**src/rtl/stack_ctrl_if.sv**
```systemverilog
// Request/response and stack-unit bus bundle for the return-address stack controller.
// The controller side uses the slave modport; the requester/stack-unit side uses master.
interface stack_ctrl_if #(
  parameter int unsigned AW    = 19,
  parameter int unsigned DEPTH = 256
);
  localparam int unsigned DW = $clog2(DEPTH) + 1;

  // Pipeline and interrupt requesters
  logic          cpu_call;
  logic          cpu_ret;
  logic [AW-1:0] cpu_addr;
  logic          irq_enter;
  logic          irq_exit;
  logic [AW-1:0] irq_addr;

  // Stack unit
  logic          stk_push;
  logic          stk_pop;
  logic [AW-1:0] stk_pcD;
  logic [AW-1:0] stk_data;

  // Responses and status
  logic          cpu_ack;
  logic          irq_ack;
  logic          ret_valid;
  logic [AW-1:0] ret_addr;
  logic          err;
  logic [DW-1:0] depth;
  logic          full;
  logic          empty;
  logic          ovf_err;
  logic          unf_err;

  modport slave (
    input  cpu_call, cpu_ret, cpu_addr, irq_enter, irq_exit, irq_addr, stk_data,
    output stk_push, stk_pop, stk_pcD, cpu_ack, irq_ack, ret_valid, ret_addr, err,
           depth, full, empty, ovf_err, unf_err
  );

  modport master (
    output cpu_call, cpu_ret, cpu_addr, irq_enter, irq_exit, irq_addr, stk_data,
    input  stk_push, stk_pop, stk_pcD, cpu_ack, irq_ack, ret_valid, ret_addr, err,
           depth, full, empty, ovf_err, unf_err
  );
endinterface

```
**src/rtl/stack_ctrl.sv**
```systemverilog
// Return-address stack controller: arbitrates call/return requests from the pipeline and
// the interrupt unit, issues one push/pop strobe per request and reports the result.
// Each request takes IDLE -> ISSUE -> RESP, so back-to-back requests complete every 3 cycles.
module stack_ctrl #(
  parameter int unsigned AW    = 19,
  parameter int unsigned DEPTH = 256
) (
  input logic         clk,
  input logic         rst,
  stack_ctrl_if.slave bus
);
  localparam int unsigned DW = $clog2(DEPTH) + 1;
  localparam logic [DW-1:0] DepthMax = DW'(DEPTH);

  localparam logic [1:0] StIdle  = 2'd0;
  localparam logic [1:0] StIssue = 2'd1;
  localparam logic [1:0] StResp  = 2'd2;

  logic [1:0]    state_q, state_d;
  logic [DW-1:0] depth_q;
  logic          push_q, pop_q;
  logic [AW-1:0] pcd_q;
  logic          cpu_ack_q, irq_ack_q;
  logic          ret_valid_q;
  logic [AW-1:0] ret_addr_q;
  logic          err_q, ovf_q, unf_q;

  // Granted operation, held from IDLE through RESP
  logic          is_irq_q, is_push_q, rej_q;

  logic          req_irq, req_any, grant_push, grant_err;
  logic [AW-1:0] grant_addr;

  // Arbitration: irq beats cpu, and within one requester push beats pop
  always_comb begin
    req_irq    = bus.irq_enter | bus.irq_exit;
    req_any    = req_irq | bus.cpu_call | bus.cpu_ret;
    grant_push = req_irq ? bus.irq_enter : bus.cpu_call;
    grant_addr = req_irq ? bus.irq_addr : bus.cpu_addr;
    grant_err  = grant_push ? (depth_q == DepthMax) : (depth_q == '0);
  end

  // Next-state sequencing
  always_comb begin
    state_d = state_q;
    unique case (state_q)
      StIdle:  if (req_any) state_d = StIssue;
      StIssue: state_d = StResp;
      StResp:  state_d = StIdle;
      default: state_d = StIdle;
    endcase
  end

  // State, strobes, depth bookkeeping and registered responses
  always_ff @(posedge clk) begin
    if (!rst) begin
      state_q     <= StIdle;
      depth_q     <= '0;
      push_q      <= 1'b0;
      pop_q       <= 1'b0;
      pcd_q       <= '0;
      cpu_ack_q   <= 1'b0;
      irq_ack_q   <= 1'b0;
      ret_valid_q <= 1'b0;
      ret_addr_q  <= '0;
      err_q       <= 1'b0;
      ovf_q       <= 1'b0;
      unf_q       <= 1'b0;
      is_irq_q    <= 1'b0;
      is_push_q   <= 1'b0;
      rej_q       <= 1'b0;
    end else begin
      state_q     <= state_d;
      // Strobes and response pulses are single-cycle unless set below
      push_q      <= 1'b0;
      pop_q       <= 1'b0;
      cpu_ack_q   <= 1'b0;
      irq_ack_q   <= 1'b0;
      ret_valid_q <= 1'b0;
      err_q       <= 1'b0;
      unique case (state_q)
        StIdle: begin
          if (req_any) begin
            is_irq_q  <= req_irq;
            is_push_q <= grant_push;
            rej_q     <= grant_err;
            // A rejected request never reaches the stack unit
            push_q    <= grant_push & ~grant_err;
            pop_q     <= ~grant_push & ~grant_err;
            if (grant_push && !grant_err) pcd_q <= grant_addr;
          end
        end
        StIssue: begin
          cpu_ack_q <= ~is_irq_q;
          irq_ack_q <= is_irq_q;
          err_q     <= rej_q;
          if (rej_q) begin
            if (is_push_q) ovf_q <= 1'b1;
            else           unf_q <= 1'b1;
          end else if (is_push_q) begin
            depth_q <= depth_q + 1'b1;
          end else begin
            depth_q     <= depth_q - 1'b1;
            ret_valid_q <= 1'b1;
            // Stack unit has updated stk_data on the falling edge of the pop cycle
            ret_addr_q  <= bus.stk_data;
          end
        end
        default: ;
      endcase
    end
  end

  assign bus.stk_push  = push_q;
  assign bus.stk_pop   = pop_q;
  assign bus.stk_pcD   = pcd_q;
  assign bus.cpu_ack   = cpu_ack_q;
  assign bus.irq_ack   = irq_ack_q;
  assign bus.ret_valid = ret_valid_q;
  assign bus.ret_addr  = ret_addr_q;
  assign bus.err       = err_q;
  assign bus.depth     = depth_q;
  assign bus.full      = (depth_q == DepthMax);
  assign bus.empty     = (depth_q == '0);
  assign bus.ovf_err   = ovf_q;
  assign bus.unf_err   = unf_q;
endmodule

```
**src/flat_wrapper.sv**
```systemverilog
// flat-port wrapper written by rule: the top's interface ports become plain ports
module stack_ctrl_flat 
#(
  parameter int unsigned AW    = 19,
  parameter int unsigned DEPTH = 256
)
  (clk, rst, bus_cpu_call, bus_cpu_ret, bus_cpu_addr, bus_irq_enter, bus_irq_exit, bus_irq_addr, bus_stk_data, bus_stk_push, bus_stk_pop, bus_stk_pcD, bus_cpu_ack, bus_irq_ack, bus_ret_valid, bus_ret_addr, bus_err, bus_depth, bus_full, bus_empty, bus_ovf_err, bus_unf_err);
  stack_ctrl_if #(.AW(AW), .DEPTH(DEPTH)) bus_i ();
  input logic clk;
  input logic rst;
  input wire logic [$bits(bus_i.cpu_call)-1:0] bus_cpu_call;
  input wire logic [$bits(bus_i.cpu_ret)-1:0] bus_cpu_ret;
  input wire logic [$bits(bus_i.cpu_addr)-1:0] bus_cpu_addr;
  input wire logic [$bits(bus_i.irq_enter)-1:0] bus_irq_enter;
  input wire logic [$bits(bus_i.irq_exit)-1:0] bus_irq_exit;
  input wire logic [$bits(bus_i.irq_addr)-1:0] bus_irq_addr;
  input wire logic [$bits(bus_i.stk_data)-1:0] bus_stk_data;
  output wire logic [$bits(bus_i.stk_push)-1:0] bus_stk_push;
  output wire logic [$bits(bus_i.stk_pop)-1:0] bus_stk_pop;
  output wire logic [$bits(bus_i.stk_pcD)-1:0] bus_stk_pcD;
  output wire logic [$bits(bus_i.cpu_ack)-1:0] bus_cpu_ack;
  output wire logic [$bits(bus_i.irq_ack)-1:0] bus_irq_ack;
  output wire logic [$bits(bus_i.ret_valid)-1:0] bus_ret_valid;
  output wire logic [$bits(bus_i.ret_addr)-1:0] bus_ret_addr;
  output wire logic [$bits(bus_i.err)-1:0] bus_err;
  output wire logic [$bits(bus_i.depth)-1:0] bus_depth;
  output wire logic [$bits(bus_i.full)-1:0] bus_full;
  output wire logic [$bits(bus_i.empty)-1:0] bus_empty;
  output wire logic [$bits(bus_i.ovf_err)-1:0] bus_ovf_err;
  output wire logic [$bits(bus_i.unf_err)-1:0] bus_unf_err;
  assign bus_i.cpu_call = bus_cpu_call;
  assign bus_i.cpu_ret = bus_cpu_ret;
  assign bus_i.cpu_addr = bus_cpu_addr;
  assign bus_i.irq_enter = bus_irq_enter;
  assign bus_i.irq_exit = bus_irq_exit;
  assign bus_i.irq_addr = bus_irq_addr;
  assign bus_i.stk_data = bus_stk_data;
  assign bus_stk_push = bus_i.stk_push;
  assign bus_stk_pop = bus_i.stk_pop;
  assign bus_stk_pcD = bus_i.stk_pcD;
  assign bus_cpu_ack = bus_i.cpu_ack;
  assign bus_irq_ack = bus_i.irq_ack;
  assign bus_ret_valid = bus_i.ret_valid;
  assign bus_ret_addr = bus_i.ret_addr;
  assign bus_err = bus_i.err;
  assign bus_depth = bus_i.depth;
  assign bus_full = bus_i.full;
  assign bus_empty = bus_i.empty;
  assign bus_ovf_err = bus_i.ovf_err;
  assign bus_unf_err = bus_i.unf_err;
  stack_ctrl #(.AW(AW), .DEPTH(DEPTH)) u_core (.clk(clk), .rst(rst), .bus(bus_i));
endmodule
```
**config.mk**
```make
export PLATFORM = sky130hd
export DESIGN_NAME = stack_ctrl_flat
export DESIGN_NICKNAME = d
export VERILOG_FILES = /design/src/rtl/stack_ctrl_if.sv /design/src/rtl/stack_ctrl.sv /design/src/flat_wrapper.sv
export SDC_FILE = /design/constraint.sdc
export NUM_CORES = 1
export LEC_CHECK = 0
export CAP_MARGIN = 10
export CELL_PAD_IN_SITES_DETAIL_PLACEMENT = 1
export CELL_PAD_IN_SITES_GLOBAL_PLACEMENT = 2
export CORE_MARGIN = 2
export CORE_UTILIZATION = 25
export DETAILED_ROUTE_END_ITERATION = 16
export GPL_TIMING_DRIVEN = 0
export PLACE_DENSITY_LB_ADDON = 0.1
export SYNTH_ARGS = -nofsm -noshare
export SYNTH_HDL_FRONTEND = slang
export SYNTH_SLANG_ARGS = --single-unit
export TNS_END_PERCENT = 1
```
**constraint.sdc**
```tcl
create_clock -name clk -period 5.4 [get_ports clk]
set_input_delay 0.81 -clock clk [delete_from_list [all_inputs] [get_ports clk]]
set_output_delay 0.81 -clock clk [all_outputs]
set_load 0.02 [all_outputs]
```
# [Word level (Yosys, flattened, before mapping)]
# Index checks and enable logic that the tools add are counted.
[classes] add_sub_neg=2 mul=0 div_mod_pow=0 n_lt_le_gt_ge=0 eq_ne=3 shift=0 muxes=7 bitwise=12 reduce_logical=13
[op_table] operator="19-bit 2-to-1 mux" count=1
[op_table] operator="3-bit AND reduction" count=5
[op_table] operator="9-bit by 1-bit adder with 9-bit output (second input constant)" count=1
[op_table] operator="9-bit equality test (second input constant)" count=1
[op_table] operator="9-bit zero test" count=1
[op_table] operator="9-bit 2-to-1 mux" count=1
[op_table] operator="9-bit by 1-bit subtractor with 9-bit output (second input constant)" count=1
[op_table] operator="1-bit inverter" count=7
[op_table] operator="2-bit AND reduction" count=3
[op_table] operator="2-bit case mux with 2 select lines" count=1
[op_table] operator="1-bit 2-to-1 mux" count=3
[op_table] operator="1-bit bitwise OR" count=3
[op_table] operator="3-bit OR reduction" count=1
[op_table] operator="1-bit bitwise AND" count=2
[op_table] operator="2-bit by 1-bit equality test with 1-bit output (second input constant)" count=1
[op_table] operator="2-bit zero test" count=1
[op_table] operator="2-bit 2-to-1 mux" count=1
[op_table] operator="2-bit by 1-bit != test with 1-bit output (second input constant)" count=1
[op_table] operator="1-bit logical AND" count=1
[op_table] operator="1-bit zero test" count=1
[word_totals] reg_bits=60 latchBits=0 mem_bits_rw=0 mem_bits_ro=0 n_memories=0

# [Logic depth before layout (Yosys ltp)]
[depth] depth_word=6 ltp_mapped=6 ltp_nobuf=6

# [Worst setup path after synthesis]
# No wires, ideal clock.
[synth_path] kind="input -> register" from="input port bus_irq_exit" to="register u_core.pcd_q[10], in the netlist u_core.bus.stk_pcD[10]" setup_time_ps=116 t_arrival_ps=2083 t_required_ps=5284 slack_ps=3201 stages=6 n_path_buf=2 cell_sequence="or4_4 > o211a_2 > and2_1 > buf_6 > buf_6 > o211a_1"
[synth_between] elab_chain_cells=6
[synth_rtl] element="from (decl)" line_no="flat_wrapper.sv:15" rtl="input wire logic [$bits(bus_i.irq_exit)-1:0] bus_irq_exit;"
[synth_rtl] element="1-bit bitwise OR (*)" line_no="stack_ctrl.sv:36" rtl="req_irq = bus.irq_enter | bus.irq_exit;"
[synth_rtl] element="1-bit 2-to-1 mux" line_no="stack_ctrl.sv:38" rtl="grant_push = req_irq ? bus.irq_enter : bus.cpu_call;"
[synth_rtl] element="1-bit 2-to-1 mux" line_no="stack_ctrl.sv:40" rtl="grant_err = grant_push ? (depth_q == DepthMax) : (depth_q == '0);"
[synth_rtl] element="1-bit zero test" line_no="stack_ctrl.sv:90" rtl="if (grant_push && !grant_err) pcd_q <= grant_addr;"
[synth_rtl] element="1-bit logical AND" line_no="stack_ctrl.sv:90"
[synth_rtl] element="3-bit AND reduction (no source line)"
[synth_rtl] element="to (signal assigned)" line_no="stack_ctrl.sv:90"
[synth_rtl] element="to (decl)" line_no="stack_ctrl.sv:22" rtl="logic [AW-1:0] pcd_q;"
# Mark *: on every way between the ends. The rest lies on a longest branch, timed or not.
# A chain may end at the register's enable or synchronous reset.

# [Final worst setup path]
[layout_path] from="register u_core.depth_q[3], in the netlist u_core.bus.depth[3]" to="output port bus_full"
[layout_between] elab_chain_cells=1
[layout_rtl] element="from (decl)" line_no="stack_ctrl.sv:20" rtl="logic [DW-1:0] depth_q;"
[layout_rtl] element="from (signal assigned)" line_no="stack_ctrl.sv:101" rtl="depth_q <= depth_q + 1'b1;"
[layout_rtl] element="from (signal assigned)" line_no="stack_ctrl.sv:103" rtl="depth_q <= depth_q - 1'b1;"
[layout_rtl] element="9-bit equality test" line_no="stack_ctrl.sv:123" rtl="assign bus.full = (depth_q == DepthMax);"
[layout_rtl] element="to (decl)" line_no="flat_wrapper.sv:27" rtl="output wire logic [$bits(bus_i.full)-1:0] bus_full;"
# No other way between the ends.

==> flow_metrics.env <==
export IMPL_post_cts_setup_buffer_count=0
export IMPL_groute_layer_met3_usage=0.0538
export IMPL_worstPathMaxFanout=10
export IMPL_report_final_slew_viol_count=0
export IMPL_max_slew_worst_pin_slew_ns=0.764
export IMPL_maxSlewHeadroom=0.491
export IMPL_diodes=0
export IMPL_clock_latency_on_the_worst_skew_pair_ns=0.33
export IMPL_drt_iter0_markers=54
export IMPL_global_route_usage_total=0.154
export IMPL_finalWirelength_mm=8.77
export IMPL_setup_total_negative_slack_ns=0
export IMPL_grt_overflow=0
export IMPL_vdd_ir_drop_max_mv=0.141
export IMPL_layout_cell_area_non_filler_um2=4320
export IMPL_synth_area_leaders="sky130_fd_sc_hd__dfxtp_1, sky130_fd_sc_hd__o211a_1, sky130_fd_sc_hd__nand2_1, sky130_fd_sc_hd__mux2i_1, sky130_fd_sc_hd__nand3_1"
export IMPL_synth_area_um2=2760
export IMPL_final_hold_viol_count=0
export IMPL_post_route_cells_drive_above_1_share=0.0494
export IMPL_yosysWarningCount=0
export IMPL_synthFlopType="sky130_fd_sc_hd__dfxtp_1"
export IMPL_place_congestion=0.791
export IMPL_n_fill_cell=1259
export IMPL_holdBufCountCts=0
export IMPL_run_status="finished clean"
export IMPL_wl_per_cell_um=15.0
export IMPL_unrepaired_setup_endpoints_after_global_routing="false"
export IMPL_critPathRequiredTime_ns=4.59
export IMPL_finalClockSkew_ns=0.0130
export IMPL_worstSetupStartpointType="flop"
export IMPL_via_count=2737
export IMPL_rows=38
export IMPL_core_occupancy_in_the_finished_layout=0.400
export IMPL_pin_count_of_the_biggest_net_entering_global_routing=11
export IMPL_power_per_cell_area_nw_per_um2=351
export IMPL_synth_nets=382
export IMPL_drt_first_pass_iters=3
export IMPL_grt_met1_usage=0.183
export IMPL_post_synth_inst_count=311
export IMPL_dieArea_um2=11900
export IMPL_crit_type="flop to primary output"
export IMPL_gr_max_usage_layer="met2"
export IMPL_synthDistinctLibCells=44
export IMPL_hold_class="flop to flop"
export IMPL_cts_tree="built"
export IMPL_syn_mean_instance_area_um2=8.86
export IMPL_grt_antenna_before_repair=0
export IMPL_dieWidth_um=109
export IMPL_area_growth_syn_to_layout_pct=56.6
export IMPL_io_buffer_count=118
export IMPL_area_taken_by_multi_input_logic_gates_um2=1430
export IMPL_die_h_um=109
export IMPL_asyncSetResetFlopFracSynth=0
export IMPL_cts_made_buffers=9
export IMPL_yosysTopAreaCell="sky130_fd_sc_hd__dfxtp_1"
export IMPL_htree_levels=3
export IMPL_dp_cells=569
export IMPL_final_nets=511
export IMPL_drtAntennaViolNets=0
export IMPL_setup_worst_path_end_class="primary output"
export IMPL_cts_repair_resize_count=0
export IMPL_finalSetupViolCount=0
export IMPL_max_cap_check_violation_count=0
export IMPL_grt_met2_usage=0.271
export IMPL_clk_path_buf_depth=2
export IMPL_path_clk_slew_ns=0.08
export IMPL_tritoncts_num_sinks=60
export IMPL_postSynthRegisterBits=60
export IMPL_detailedPlacementHpwl_mm=6.58
export IMPL_vias_per_cell=4.68
export IMPL_synth_yosys_seq_area_share=0.436
export IMPL_route_detailed_drc=0
export IMPL_timing_limited_maximum_frequency_mhz=309
export IMPL_final_instance_count_without_filler_cells=585
export IMPL_finalCriticalPeriod_ns=3.23
export IMPL_synth_edf_count=0
export IMPL_start_util=0.255
export IMPL_top_level_ports=120
export IMPL_seq_area_um2=1200
export IMPL_power_static_leakage_nw=1.78
export IMPL_layout_common_cells="sky130_fd_sc_hd__clkdlybuf4s50_1, sky130_fd_sc_hd__dfxtp_1, sky130_fd_sc_hd__nand2_1, sky130_fd_sc_hd__nand3_1, sky130_fd_sc_hd__a21oi_1"
export IMPL_core_area_um2=10800
export IMPL_crit_arrival_ns=2.42
export IMPL_fin_crit_sh=0.598
export IMPL_detailed_place_area_um2=4110
export IMPL_layout_cells_most_common="sky130_fd_sc_hd__clkdlybuf4s50_1"
export IMPL_synth_top_area_frac=0.436
export IMPL_first_global_vias=2850
export IMPL_global_route_wire_length_before_repair_mm=14.2
export IMPL_clock_root_buffer="sky130_fd_sc_hd__clkbuf_8"
[Yosys cell counts, types with 2 or more instances]
cell type and instances:
sky130_fd_sc_hd__and2_1 4, sky130_fd_sc_hd__buf_1 6, sky130_fd_sc_hd__nor2b_1 4, sky130_fd_sc_hd__nand2_1 51, sky130_fd_sc_hd__a21oi_1 25, sky130_fd_sc_hd__a21o_1 4
sky130_fd_sc_hd__buf_6 2, sky130_fd_sc_hd__o21a_1 4, sky130_fd_sc_hd__a211o_1 2, sky130_fd_sc_hd__nor4_1 4, sky130_fd_sc_hd__o2111ai_1 2, sky130_fd_sc_hd__nor3b_1 2
sky130_fd_sc_hd__inv_1 7, sky130_fd_sc_hd__a211oi_1 2, sky130_fd_sc_hd__ha_1 7, sky130_fd_sc_hd__clkbuf_1 12, sky130_fd_sc_hd__mux2i_1 19, sky130_fd_sc_hd__nand3_1 27
sky130_fd_sc_hd__o211ai_1 2, sky130_fd_sc_hd__nor3_1 6, sky130_fd_sc_hd__dfxtp_1 60, sky130_fd_sc_hd__o21ai_0 5, sky130_fd_sc_hd__nor2_1 10, sky130_fd_sc_hd__o211a_1 20
sky130_fd_sc_hd__o31ai_1 4, sky130_fd_sc_hd__and3_1 2
[layout make-up]
type,count,area share
timing repair buffer,118,0.274
sequential,60,0.278
buffer,21,0.0220
inverter,7,0.00609
tap,140,0.0406
multi-input combinational,223,0.332
clock buffer,12,0.0360
clock inverter,4,0.0110
[report_power, final]
group,total [mW],switching (mW),internal (mW)
Combinational,0.556,0.292,0.264
Clock,0.420,0.183,0.237
Sequential,0.542,0.0410,0.501
[worst max-delay path: stages (launching register included)]
cell                              delay [ns]
sky130_fd_sc_hd__dfxtp_1                0.35
sky130_fd_sc_hd__nor4_1                 0.49
sky130_fd_sc_hd__nand3_1                0.26
sky130_fd_sc_hd__clkbuf_1               0.29
sky130_fd_sc_hd__inv_1                  0.10
sky130_fd_sc_hd__clkdlybuf4s50_1        0.60
[state kept, by name, summed over array words and instances, names as in the netlist]
register              count
u_core.bus.irq_ack        1
u_core.bus.stk_push       1
u_core.bus.stk_pcD       19
u_core.is_irq_q           1
u_core.bus.depth          9
u_core.bus.ret_addr      19
u_core.bus.ret_valid      1
u_core.state_q            2
u_core.is_push_q          1
u_core.bus.unf_err        1
u_core.bus.cpu_ack        1
u_core.bus.err            1
u_core.bus.stk_pop        1
u_core.rej_q              1
u_core.bus.ovf_err        1
[stage by stage]
| step | hold WS (ns) | setup slack (ns) | total power, mW |
|---|---|---|---|
| floorplan | 0.406 | 3.20 | 0.870 |
| global placement | 0.435 | 2.45 | 1.11 |
| detailed placement | 0.446 | 2.46 | 1.11 |
| CTS | 0.455 | 2.08 | 1.55 |
| global route | 0.476 | 1.92 | 1.62 |
| finish | 0.449 | 2.17 | 1.52 |
[cell families (layout without fill, tap and decap cells)]
kind of cell             Yosys count  count (layout)  synth area share
AO/OA/AOI/OAI                     76              76             0.201
multiplexers                      19              19            0.0690
adder cells (fa/ha/maj)            8               8            0.0390
flip-flops                        60              60             0.436
AND/OR/NAND/NOR                  119             119             0.208
XOR/XNOR                           1               1           0.00318
buffers and inverters             28             162            0.0440
[path summary, 6_finish.rpt]
| kind | cells after the start | slack, ns | from | end |
|---|---|---|---|---|
| worst max register to register | 6 | 3.01 | u_core.is_push_q | u_core.bus.depth[8] |
| worst max-delay path | 5 | 2.17 | u_core.bus.depth[3] | bus_full |
| worst min-delay path | 1 | 0.45 | u_core.is_irq_q | u_core.bus.cpu_ack |
| worst min register to register | 1 | 0.45 | u_core.is_irq_q | u_core.bus.cpu_ack |
[per-layer routing]
metal  part of all wire  wire length (µm)
met1               0.44              3840
met2               0.50              4370
met4             0.0058                51
met5                  0                 0
met3              0.058               507
Power figures use the tool's default switching activity.
